**config.mk**
```make
export PLATFORM = sky130hd
export DESIGN_NAME = load_store_unit
export DESIGN_NICKNAME = d
export VERILOG_FILES = /design/src/rtl/lsu_pkg.sv /design/src/rtl/lsu_load_align.sv /design/src/rtl/load_store_unit.sv
export SDC_FILE = /design/constraint.sdc
export NUM_CORES = 1
export LEC_CHECK = 0
export ABC_AREA = 1
export ABC_CLOCK_PERIOD_IN_PS = 3400
export BUFFER_PORTS_ARGS = -buffer_cell sky130_fd_sc_hd__buf_2
export CAP_MARGIN = 40
export CORE_MARGIN = 1
export CORE_UTILIZATION = 53
export DETAILED_ROUTE_END_ITERATION = 10
export PLACE_DENSITY = 0.95
export RECOVER_POWER = 50
export SLEW_MARGIN = 20
export SYNTH_ARGS = -nofsm -noshare
export SYNTH_HDL_FRONTEND = slang
export SYNTH_SLANG_ARGS = --single-unit
```
**constraint.sdc**
```tcl
create_clock -name clk -period 3.4 [get_ports clk]
set_clock_uncertainty 0.15 [all_clocks]
set_input_delay 0.34 -clock clk [delete_from_list [all_inputs] [get_ports clk]]
set_output_delay 0.34 -clock clk [all_outputs]
set_load 0.05 [all_outputs]
```
**src/rtl/lsu_pkg.sv**
```systemverilog
// ---------------------------------------------------------------------------
// lsu_pkg
// Shared types and helpers for the load/store unit.
//  - lsu_state_t : access FSM states (IDLE, REQ, WAIT, DONE)
//  - F3_*        : AddressingControl (funct3) encodings for loads and stores
//  - SZ_*        : access size, taken from funct3[1:0]
//  - f3_supported: 1 when funct3 names a legal access
//  - lsu_byte_en : byte-enable pattern for a size and byte offset
// ---------------------------------------------------------------------------
package lsu_pkg;

  typedef enum logic [1:0] {
    ST_IDLE = 2'b00,
    ST_REQ  = 2'b01,
    ST_WAIT = 2'b10,
    ST_DONE = 2'b11
  } lsu_state_t;

  localparam logic [2:0] F3_LB  = 3'b000;
  localparam logic [2:0] F3_LH  = 3'b001;
  localparam logic [2:0] F3_LW  = 3'b010;
  localparam logic [2:0] F3_LBU = 3'b100;
  localparam logic [2:0] F3_LHU = 3'b101;

  localparam logic [2:0] F3_SB  = 3'b000;
  localparam logic [2:0] F3_SH  = 3'b001;
  localparam logic [2:0] F3_SW  = 3'b010;

  // Size field shared by loads and stores (funct3[1:0]).
  localparam logic [1:0] SZ_BYTE = F3_SB[1:0];
  localparam logic [1:0] SZ_HALF = F3_SH[1:0];
  localparam logic [1:0] SZ_WORD = F3_SW[1:0];

  function automatic logic f3_supported(input logic [2:0] f3);
    return (f3 == F3_LB) || (f3 == F3_LH) || (f3 == F3_LW) ||
           (f3 == F3_LBU) || (f3 == F3_LHU);
  endfunction

  function automatic logic [3:0] lsu_byte_en(input logic [2:0] f3, input logic [1:0] off);
    logic [3:0] be;
    case (f3[1:0])
      SZ_BYTE: be = 4'b0001 << off;
      SZ_HALF: be = 4'b0011 << {off[1], 1'b0};
      SZ_WORD: be = 4'b1111;
      default: be = 4'b0000;
    endcase
    return be;
  endfunction

endpackage

```
**src/rtl/lsu_load_align.sv**
```systemverilog
// ---------------------------------------------------------------------------
// lsu_load_align
// Combinational load lane select and sign/zero extension.
//  rdata_word in  32  word returned by data memory
//  offset     in  2   byte offset of the access (already forced aligned)
//  funct3     in  3   load type: lb, lh, lw, lbu, lhu; anything else -> 0
//  result     out 32  extended load value
// ---------------------------------------------------------------------------
module lsu_load_align
  import lsu_pkg::*;
(
  input  logic [31:0] rdata_word,
  input  logic [1:0]  offset,
  input  logic [2:0]  funct3,
  output logic [31:0] result
);

  logic [7:0]  byte_lane;
  logic [15:0] half_lane;

  always_comb begin
    // NOTE: every variable gets a default before the case so no path leaves it
    // unassigned; otherwise synthesis would infer a latch.
    byte_lane = rdata_word[7:0];
    case (offset)
      2'd1:    byte_lane = rdata_word[15:8];
      2'd2:    byte_lane = rdata_word[23:16];
      2'd3:    byte_lane = rdata_word[31:24];
      default: byte_lane = rdata_word[7:0];
    endcase

    half_lane = offset[1] ? rdata_word[31:16] : rdata_word[15:0];

    result = '0;
    case (funct3)
      F3_LB:   result = {{24{byte_lane[7]}}, byte_lane};
      F3_LH:   result = {{16{half_lane[15]}}, half_lane};
      F3_LW:   result = rdata_word;
      F3_LBU:  result = {24'h0, byte_lane};
      F3_LHU:  result = {16'h0, half_lane};
      default: result = '0;
    endcase
  end

endmodule

```
**src/rtl/load_store_unit.sv**
```systemverilog
// ---------------------------------------------------------------------------
// load_store_unit
// Multi-cycle data-memory access stage. Captures a load/store, drives a
// valid/ready memory port with byte enables, returns the extended load
// result and stalls the core until the access completes.
//
// Optional feature: define LSU_MISALIGN_TRAP_EN to reject misaligned half/word
// accesses (no request, misalign pulses with done). Without it, low address
// bits are forced aligned and misalign is tied to 0.
//
// Ports
//  clk, rst_n             clock, asynchronous active-low reset
//  mem_read, mem_write    op valid, held by the core until done
//  addr_ctrl [2:0]        funct3: 000 b, 001 h, 010 w, 100 bu, 101 hu
//  addr, wdata [31:0]     byte address, store data
//  stall                  freeze upstream while an access is outstanding
//  done                   one-cycle completion pulse, rdata valid
//  rdata [31:0]           extended load result, held until next done
//  misalign               misaligned-access flag (trap build only)
//  dmem_req/we/addr/be/wdata  request to data memory
//  dmem_ready             memory accepts request
//  dmem_rvalid/rdata      read response
// ---------------------------------------------------------------------------
module load_store_unit
  import lsu_pkg::*;
#(
  parameter int DATA_WIDTH = 32,  // only 32 is supported
  parameter int ADDR_WIDTH = 32
) (
  input  logic                  clk,
  input  logic                  rst_n,
  input  logic                  mem_read,
  input  logic                  mem_write,
  input  logic [2:0]            addr_ctrl,
  input  logic [DATA_WIDTH-1:0] addr,
  input  logic [DATA_WIDTH-1:0] wdata,
  output logic                  stall,
  output logic                  done,
  output logic [DATA_WIDTH-1:0] rdata,
  output logic                  misalign,
  output logic                  dmem_req,
  output logic                  dmem_we,
  output logic [ADDR_WIDTH-1:0] dmem_addr,
  output logic [3:0]            dmem_be,
  output logic [DATA_WIDTH-1:0] dmem_wdata,
  input  logic                  dmem_ready,
  input  logic                  dmem_rvalid,
  input  logic [DATA_WIDTH-1:0] dmem_rdata
);

  lsu_state_t            state;
  logic [1:0]            off_q;
  logic [2:0]            f3_q;
  logic                  op_valid;
  logic [1:0]            off_eff;
  logic                  misaligned;
  logic [DATA_WIDTH-1:0] store_lanes;
  logic [DATA_WIDTH-1:0] load_result;

  assign op_valid = mem_read | mem_write;

  // Offset used for lanes: half keeps only addr[1], word ignores both bits.
  always_comb begin
    off_eff = addr[1:0];
    case (addr_ctrl[1:0])
      SZ_HALF: off_eff = {addr[1], 1'b0};
      SZ_WORD: off_eff = 2'b00;
      default: off_eff = addr[1:0];
    endcase
  end

  // Replicate store data across lanes so byte enables alone pick the target.
  always_comb begin
    store_lanes = wdata;
    case (addr_ctrl[1:0])
      SZ_BYTE: store_lanes = {4{wdata[7:0]}};
      SZ_HALF: store_lanes = {2{wdata[15:0]}};
      default: store_lanes = wdata;
    endcase
  end

`ifdef LSU_MISALIGN_TRAP_EN
  logic misalign_q;
  assign misaligned = f3_supported(addr_ctrl) &&
                      (((addr_ctrl[1:0] == SZ_HALF) && addr[0]) ||
                       ((addr_ctrl[1:0] == SZ_WORD) && (addr[1:0] != 2'b00)));
  assign misalign   = misalign_q;
`else
  assign misaligned = 1'b0;
  assign misalign   = 1'b0;
`endif

  lsu_load_align u_load_align (
    .rdata_word (dmem_rdata),
    .offset     (off_q),
    .funct3     (f3_q),
    .result     (load_result)
  );

  // Held low during reset so a core holding its op sees no stall.
  assign stall    = rst_n & (((state == ST_IDLE) & op_valid) |
                             (state == ST_REQ) | (state == ST_WAIT));
  assign done     = (state == ST_DONE);
  assign dmem_req = (state == ST_REQ);

  always_ff @(posedge clk or negedge rst_n) begin
    if (!rst_n) begin
      // NOTE: every capture register is reset, so request and result outputs
      // read 0 during reset and any in-flight access is forgotten.
      state      <= ST_IDLE;
      off_q      <= '0;
      f3_q       <= '0;
      rdata      <= '0;
      dmem_we    <= 1'b0;
      dmem_addr  <= '0;
      dmem_be    <= '0;
      dmem_wdata <= '0;
`ifdef LSU_MISALIGN_TRAP_EN
      misalign_q <= 1'b0;
`endif
    end else begin
      // NOTE: non-blocking assignments so every flop samples pre-edge values.
      unique case (state)
        ST_IDLE: begin
          if (op_valid) begin
            // Request fields are registered here and stay stable through REQ.
            dmem_we    <= mem_write;  // read+write together is a store
            dmem_addr  <= {addr[ADDR_WIDTH-1:2], 2'b00};
            dmem_be    <= lsu_byte_en(addr_ctrl, off_eff);
            dmem_wdata <= store_lanes;
            off_q      <= off_eff;
            f3_q       <= addr_ctrl;
            if (!f3_supported(addr_ctrl) || misaligned) begin
              rdata <= '0;
              state <= ST_DONE;
`ifdef LSU_MISALIGN_TRAP_EN
              misalign_q <= misaligned;
`endif
            end else begin
              state <= ST_REQ;
            end
          end
        end
        ST_REQ: begin
          if (dmem_ready) state <= dmem_we ? ST_DONE : ST_WAIT;
        end
        ST_WAIT: begin
          if (dmem_rvalid) begin
            rdata <= load_result;
            state <= ST_DONE;
          end
        end
        ST_DONE: begin
          state <= ST_IDLE;
`ifdef LSU_MISALIGN_TRAP_EN
          misalign_q <= 1'b0;
`endif
        end
        default: state <= ST_IDLE;
      endcase
    end
  end

endmodule

```
# --- Yosys cells after proc, flatten, opt, wreduce, memory -nomap -nowiden ---
# Index checks and enable logic that the tools add are counted.
word_totals:
  regBits: 106
  latchBits: 0
  ramBits: 0
  mem_bits_ro: 0
  out_inout_bits: 105
  word_cells: 63
  memories: 0
op_classes:
  n_addsub: 0
  mul: 0
  div_mod_pow: 0
  n_lt_le_gt_ge: 0
  n_eq_ne: 20
  shift: 2
  muxes: 16
  bitwise_logic: 5
  n_reduce_logical: 12
op_table:
  columns: ["op", "count"]
  rows:
  - ["32-bit one-hot mux with 5 select lines", 1]
  - ["32-bit one-hot mux with 2 select lines", 2]
  - ["32-bit 2-to-1 mux", 3]
  - ["8-bit one-hot mux with 3 select lines", 1]
  - ["16-bit 2-to-1 mux", 1]
  - ["3-bit equality test (second input constant)", 4]
  - ["4-bit one-hot mux with 3 select lines", 1]
  - ["2-bit equality test (second input constant)", 5]
  - ["2-bit 2-to-1 mux", 4]
  - ["2-bit one-hot mux with 4 select lines", 1]
  - ["2-bit by 1-bit equality test with 1-bit output (second input constant)", 3]
  - ["3-bit by 1-bit equality test with 1-bit output (second input constant)", 2]
  - ["3-bit by 2-bit equality test with 1-bit output (second input constant)", 2]
  - ["3-bit logical NOT", 2]
  - ["2-bit != test (second input constant)", 3]
  - ["2-bit logical NOT", 2]
  - ["1-bit logical OR", 4]
  - ["2-bit one-hot mux with 2 select lines", 1]
  - ["4-bit AND reduction", 1]
  - ["1-bit by 2-bit << shifter with 4-bit output (first input constant)", 1]
  - ["2-bit by 2-bit << shifter with 4-bit output (first input constant)", 1]
  - ["1-bit bitwise OR", 3]
  - ["3-bit AND reduction", 1]
  - ["1-bit bitwise AND", 2]
  - ["other kinds (4)", 4]

# --- Longest topological paths before layout ---
# Gate-level depths: netlist of the first run.
logic_depth:
  word_depth: 8
  ltp_mapped: 11
  depth_no_buf: 9

# --- By module ---
# From an unflattened synthesis of the first run, not the netlist that was laid out.
unflattened:
  cells_unflattened: 863
  area_unflattened_um2: 5899.4
by_module_without_submodules:
  columns: ["module", "instances", "cells_each", "area_per_inst_um2"]
  rows:
  - ["load_store_unit", 1, 608, 4819.6]
  - ["lsu_load_align", 1, 255, 1079.8]

# --- Least setup slack after synthesis of the first run ---
# OpenSTA, ideal clock, no wires.
synth_timing:
  path_type: "register -> output"
  start: "reg state[1]"
  end: "out stall"
  t_arrival_ns: 1.980
  path_slack_ns: 0.930
  stages_incl_launch_ff: 5
  path_buffers: 0
  path_cell_list: "dfrtp_1 -> inv_1 -> ha_1 -> inv_1 -> a31oi_1"
synth_via:
  word_cells_on_any_way: 7
  cone_classes: "eq/ne: 2; bitwise: 4; reduce/logical: 1"
synth_rtl:
  columns: ["element", "line_no", "rtl"]
  rows:
  - ["from (decl)", "load_store_unit.sv:51", "lsu_state_t state;"]
  - ["from (signal assigned)", "load_store_unit.sv:145", "if (dmem_ready) state <= dmem_we ? ST_DONE : ST_WAIT;"]
  - ["2-bit by 1-bit equality test with 1-bit output", null, null]
  - ["net dmem_req", "load_store_unit.sv:41", "output logic dmem_req,"]
  - ["1-bit bitwise OR", "load_store_unit.sv:101", "assign stall = rst_n & (((state == ST_IDLE) & op_valid) |"]
  - ["1-bit bitwise OR", "load_store_unit.sv:102", "(state == ST_REQ) | (state == ST_WAIT));"]
  - ["1-bit bitwise AND", "load_store_unit.sv:101", null]
  - ["to (decl)", "load_store_unit.sv:37", "output logic stall,"]
# The timed path passes the listed nets, and every way through them passes these cells.

==> flow_summary.toml, run 1 <==
[power]
comb_power_share_pct = 59.3
p_seq_share_pct = 30.3
pwr-share-clk_pct = 10.4
p_int_w = 0.00300
power_density_relative_to_cell_area_mw_per_mm2 = 1100
vdd.ir_drop.worst_uv = 732
switching_share_pct = 59.0
switching_power_w = 0.00432
power.static_leakage_nw = 3.76

[synthesis]
ys_dominant_reg_cell = "dfrtp_1"
syn-cell-area_mm2 = 0.00547
netlist_top_cells_area = "dfrtp_1 49%, nand2_1 26%, o21ai_0 4.3%, inv_1 3.6%, nand3_1 2.4%"
ys_types = 29
seq_area_frac_synth_pct = 48.5
synth-async-reset-ratio_pct = 100
count_of_flip_flops_with_a_built_in_enable_after_synthesis = 0
synthDominantAreaCellType = "dfrtp_1"
syn_avg_cell_area_um2 = 7.22
ys_seq_elements = 106
netlist_top_cells_count = "385 x nand2_1, 106 x dfrtp_1, 53 x inv_1, 47 x o21ai_0, 31 x nor2_1"
ys_warn_count = 0
synth.top_cell.area_share_pct = 48.5
postSynthCellCount = 757
yosysMostFrequentCell = "nand2_1"

[global_route]
globalRouteTotalUtil_pct = 28.3
grt_overflow = 0
first_global_vias = 5207
grt_antenna_before_repair = 0
grt_start_max_net_pins = 51
grt_pass1_wl_um = 24400

[setup_path]
critical-path-top-delay-family = "buffers and inverters"
setup.worst_path.start_class = "input pin"
max_stage_delay_ps = 1340
timing.critical_path.cells = "dlygate4sd3_1 -> buf_4 -> clkbuf_1"
critical_path_class = "input pin to async pin"
worst_path_max_delay_cell = "clkbuf_1"
cp-end-kind = "async pin"
worst_ep_arrival_time_ps = 2630
cp_num_buf_inv = 3
worst_path_maximum_fanout = 31
cp.required_ps = 3400

[placed_design]
routabilityCongestion = 0.930
placement.io_buffers = 206
post-place-ws_ps = 881
place_hpwl_um = 10800
placedCellCount = 1068

[detailed_routing]
dr.first_iter.drc_count = 341
drc = 0
avgViaCountPerCell = 5.11
route.detailed.wl_per_inst_um = 13.7
antenna_violating_nets_left = 0
first_pass_iters = 5
total_detailed_routing_wirelength_um = 14900
overall_via_count_from_detail_route = 5558

[clock_tree]
cts_post_setup_buffers_inserted = 0
cts_tree = "done"
clock_sinks = 106
path_clk_slew_ps = 110
clock_tree.root_cell = "clkbuf_8"
clock_path_buffers = 2
cts_made_buffers = 9
cts_max_level = 3
worstSkewPairLatency_ps = 370

[sta]
maxSlewHeadroom_pct = -20.1
fmax_mhz = 380
worst_slack_ps = 768
rsz0062_at_grt = "no"
slew_viol_final = 31
totalNegativeSetupSlack_ps = 0
finalHoldViolations = 0
fin_crit_ps = 2630
whs_ps = 8.40
tightest_slew_ps = 1800
fin_crit_sh_pct = 77.4
setup_viol = 0

[hold_path]
hold_class = "input pin to flip-flop"

[cells_and_area]
fin_cells = 1088
final_layout_size_suffix_gt1_share_pct = 15.7
nets = 1064
insertedDiodeCount = 0
final_util_pct = 67.2
syn_to_final_growth_pct = 21.8

[floorplanning]
initial_utilization_pct = 55.2
core_area_mm2 = 0.00991
top_level_ports = 210
placement_rows = 36
die_y_um = 104
die_width_um = 104
fp.dieArea_mm2 = 0.0107

[status]
violations = "capacitance limit, slew limit"
run_status = "finished with violations"

[run]
timing.max_cap.violations = 1
==> registers in the layout (all words and copies together), names as in the netlist <==
name,count
off_q,2
dmem_wdata,32
state,2
rdata,32
dmem_be,4
dmem_addr,30
f3_q,3
dmem_we,1
==> placed cells by master (no fill, tap or decap), types with 2 or more instances in the layout <==
| master | netlist | final |
|---|---|---|
| a21oi_1 | 19 | 19 |
| a31oi_1 | 9 | 9 |
| buf_2 | 14 | 107 |
| buf_4 | 8 | 5 |
| clkbuf_1 | 12 | 99 |
| clkbuf_8 | 0 | 9 |
| clkinv_4 | 1 | 4 |
| conb_1 | 1 | 3 |
| dfrtp_1 | 106 | 106 |
| dlygate4sd3_1 | 0 | 5 |
| ha_1 | 8 | 8 |
| inv_1 | 53 | 53 |
| inv_2 | 9 | 9 |
| nand2_1 | 385 | 384 |
| nand2_2 | 2 | 3 |
| nand3_1 | 26 | 26 |
| nand3_2 | 3 | 3 |
| nor2_1 | 31 | 31 |
| nor2_4 | 2 | 2 |
| o21ai_0 | 47 | 47 |
| o21ai_1 | 11 | 11 |
==> routing by layer <==
| layer | vias to the layer above | GRT usage (%) | wire length (um) |
|---|---|---|---|
| li1 | 2705 | - | - |
| met3 | 33 | 5.60 | 1300 |
| met1 | 2514 | 36.2 | 5930 |
| met2 | 306 | 47.9 | 7350 |
| met5 | - | 0 | 0 |
| met4 | 0 | 9.73 | 333 |
==> worst paths after layout <==
path	from	cells past startpoint	slack, ps	end
worst min-delay path	addr[26]	3	8	dmem_addr[26]$_DFFE_PN0P_
max in group clk	state[1]$_DFFE_PN0P_	5	800	stall
worst min register to register	rdata[18]$_DFFE_PN0P_	2	340	rdata[18]$_DFFE_PN0P_
worst max register to register	off_q[1]$_DFFE_PN0P_	6	1170	rdata[25]$_DFFE_PN0P_
min in group asynchronous	rst_n	2	310	dmem_we$_DFFE_PN0P_
worst max-delay path	rst_n	3	770	rdata[28]$_DFFE_PN0P_
==> power by group through the flow <==
| stage | Sequential, W | Clock (W) | Combinational (W) |
|---|---|---|---|
| 2_1_floorplan | 0.00393 | 0 | 0.00173 |
| 3_3_place_gp | 0.00220 | 0 | 0.00437 |
| 3_5_place_dp | 0.00220 | 0 | 0.00448 |
| 4_1_cts | 0.00219 | 0.000764 | 0.00448 |
| 5_1_grt | 0.00228 | 0.000821 | 0.00470 |
| 6_report | 0.00222 | 0.000760 | 0.00433 |
==> cell type report <==
cell class	count	area, um^2
timing repair buffer	217	1020
fill	879	3250
clock inverter	6	62.6
sequential	106	2650
clock buffer	9	124
multi-input combinational	552	2380
tap	133	166
inverter	65	251
==> per-stage QoR <==
stage          instance area [um^2]  total power [W]
4_1_cts                        6790          0.00744
3_3_place_gp                   6530          0.00658
3_5_place_dp                   6550          0.00668
2_1_floorplan                  5480          0.00566
5_1_grt                        6660          0.00780
6_report                       6660          0.00731
==> cells by family (layout without fill, tap and decap cells) <==
kind of cell	count (synthesis)	after routing	share of synthesized area (%)
compound gates	90	90	8.67
fa+ha+maj	8	8	1.83
buf+inv	101	297	8.08
flops	106	106	48.5
other cells	1	3	0.0686
simple gates	451	451	32.9
==> worst reg2reg max path, cell delays in order, from the launching register on <==
cell     delay, ps
dfrtp_1        880
nor2_1         200
a21oi_2        210
nand3_2        400
nand2_1        220
nand2_1         70
nand2_1         50
==> timing repair <==
| action | CTS | global route |
|---|---|---|
| hold buffers | 5 | 0 |
| hold endpoints to repair | 33 | 0 |
| resized for setup | 0 | 0 |
Power figures use the tool's default switching activity.
==> inputs of run 2 (changes only) <==
Settings changed: ABC_AREA 1 to 0, ABC_CLOCK_PERIOD_IN_PS 3400 to 2650, CORE_UTILIZATION 53 to 48, PLACE_DENSITY 0.95 to 0.89.
Clock period 3.4 ns to 2.65 ns, I/O delays scaled along.
==> flow_summary.toml, run 2 <==
[status]
run_status = "finished, final reports clean"

[detailed_routing]
route.detailed.wl_per_inst_um = 18.2
drc = 0
first_pass_iters = 5
antenna_violating_nets_left = 0
overall_via_count_from_detail_route = 4527
total_detailed_routing_wirelength_um = 14600
avgViaCountPerCell = 5.65
dr.first_iter.drc_count = 234

[placed_design]
place_hpwl_um = 10400
routabilityCongestion = 0.877
placed_cell_area_mm2 = 0.00619
placement.io_buffers = 206

[power]
vdd.ir_drop.worst_uv = 864
power.static_leakage_nw = 3.14
power_density_relative_to_cell_area_mw_per_mm2 = 1400

[cells_and_area]
insertedDiodeCount = 0
nets = 776
num-fill-cells = 783
final_layout_size_suffix_gt1_share_pct = 24.4
syn_to_final_growth_pct = 34.2
layout.cells.most_common_list = "112 x buf_2, 106 x dfrtp_1, 92 x clkbuf_1, 42 x dlygate4sd3_1"
final_util_pct = 67.7
layout.cells.most_common = "buf_2"
largest_registers = "dmem_wdata: 32 flops, rdata: 32 flops, dmem_addr: 30 flops"
final_cell_area_mm2 = 0.00674

[hold_path]
hold_class = "input pin to flip-flop"

[setup_path]
cp.required_ps = 2240
regToRegEndpoint = "rdata[21]$_DFFE_PN0P_"
worst_path_maximum_fanout = 28
critPathCapture = "stall"
crit_start = "state[0]$_DFFE_PN0P_"
setup.worst_path.start_class = "flip-flop"
timing.rr.start = "state[0]$_DFFE_PN0P_"
worst_ep_arrival_time_ps = 2020
cp-end-kind = "output pin"
critical_path_class = "flip-flop to output pin"
r2r_cells = 6
setup_slack_reg_to_reg_ps = 330

[sta]
fmax_mhz = 411
whs_ps = 10.1
slew_viol_final = 0
totalNegativeSetupSlack_ps = 0
fin_crit_ps = 2430
finalHoldViolations = 0
fin_crit_sh_pct = 91.9
setup_viol = 0
maxSlewHeadroom_pct = 38.3
tightest_slew_ps = 925
rsz0062_at_grt = "no"

[synthesis]
count_of_flip_flops_with_a_built_in_enable_after_synthesis = 0
ys_warn_count = 0
ys_dominant_reg_cell = "dfrtp_1"
synthDominantAreaCellType = "dfrtp_1"
synth.top_cell.area_share_pct = 52.8
syn_avg_cell_area_um2 = 12.0
synth-async-reset-ratio_pct = 100
ys_types = 46
ys_seq_elements = 106
postSynthCellCount = 419
syn-cell-area_mm2 = 0.00502
netlist_top_cells_count = "106 x dfrtp_1, 41 x mux2_1, 41 x nand2_1, 30 x o21ai_1, 25 x a221o_1"
seq_area_frac_synth_pct = 52.8
netlist_top_cells_area = "dfrtp_1 53%, mux2_1 9.2%, a221o_1 5.0%, a22o_1 3.3%, nand2_1 3.1%"
yosysMostFrequentCell = "dfrtp_1"

[global_route]
first_global_vias = 4833
grt_overflow = 0
grt_pass1_wl_um = 23700
grt_start_max_net_pins = 49
globalRouteTotalUtil_pct = 27.6
grt_antenna_before_repair = 0

[floorplanning]
top_level_ports = 210
placement_rows = 36
die_y_um = 104
initial_utilization_pct = 50.4
core_area_mm2 = 0.00995
fp.dieArea_mm2 = 0.0109
die_width_um = 104

[clock_tree]
clock_path_buffers = 2
clock_tree.root_cell = "clkbuf_8"
cts_tree = "done"
cts_made_buffers = 9
worstSkewPairLatency_ps = 370
clock_sinks = 106
path_clk_slew_ps = 100
cts_max_level = 3

[run]
timing.max_cap.violations = 0
-- run 2: worst max-delay path, stage by stage, from the launching register on --
cell      delay, ps
dfrtp_1         430
inv_1           130
ha_2            240
buf_4           150
o21ai_4         200
a21boi_1        220
clkbuf_4        270
-- run 2: layer usage --
layer,vias to the layer above,global-route usage [%],routed length (um)
met5,-,0,0
met4,0,15.3,608
met3,58,6.27,1240
met2,280,47.8,7390
met1,2155,31.4,5360
li1,2034,-,-
-- run 2: how the worst min path moves through the flow --
stage                   from                   endpoint  slack, ps  cells after the start
floorplan              rst_n  dmem_addr[10]$_DFFE_PN0P_       -180                      0
global placement       rst_n  dmem_addr[16]$_DFFE_PN0P_         60                      1
detailed placement     rst_n  dmem_addr[13]$_DFFE_PN0P_         60                      1
CTS                 wdata[1]  dmem_wdata[1]$_DFFE_PN0P_          1                      2
global route         addr[0]       off_q[0]$_DFFE_PN0P_         10                      3
finish               addr[0]       off_q[0]$_DFFE_PN0P_         10                      3
-- run 2: timing repair --
| item | in CTS | in global routing |
|---|---|---|
| resized for setup | 0 | 2 |
| endpoints found under the hold margin | 69 | 0 |
| setup buffers | 0 | 1 |
| endpoints found under the setup margin | 0 | 17 |
| hold buffers | 42 | 0 |
-- run 2: layout make-up --
type                    count  area, um^2  share of cell area (%)
flip-flops and latches    106        2650                    39.4
multi-input cells         275        2200                    32.7
repair buffers            264        1480                    22.0
well taps                 133         166                    2.47
clock buffers              10         138                    2.04
clock inverters             6        72.6                    1.08
inverters                   7        26.3                   0.390
-- run 2: cells by family (layout without fill, tap and decap cells) --
kind of cell             count (synthesis)  count (layout)  share of synthesized area, %
buffers and inverters                   40             287                          3.76
multiplexers                            64              64                          14.2
adder cells (fa/ha/maj)                  8               8                          1.99
flip-flops                             106             106                          52.8
AO/OA/AOI/OAI                          128             128                          19.6
other                                    1               3                        0.0747
AND/OR/NAND/NOR                         72              72                          7.58
-- run 2: through the flow --
| stage | worst slack [ps] | std cells | total power (W) |
|---|---|---|---|
| finish | 216 | 801 | 0.00947 |
| global route | 30.5 | 801 | 0.00995 |
| CTS | 91.4 | 799 | 0.00962 |
| detailed placement | 88.1 | 741 | 0.00851 |
| global placement | 268 | 741 | 0.00831 |
| floorplan | 23.0 | 421 | 0.00714 |
-- run 2: where the power goes --
| part | internal, W | switching (W) |
|---|---|---|
| Clock | 0.000475 | 0.000584 |
| Sequential | 0.00237 | 0.000512 |
| Combinational | 0.00145 | 0.00408 |
| Total | 0.00429 | 0.00517 |
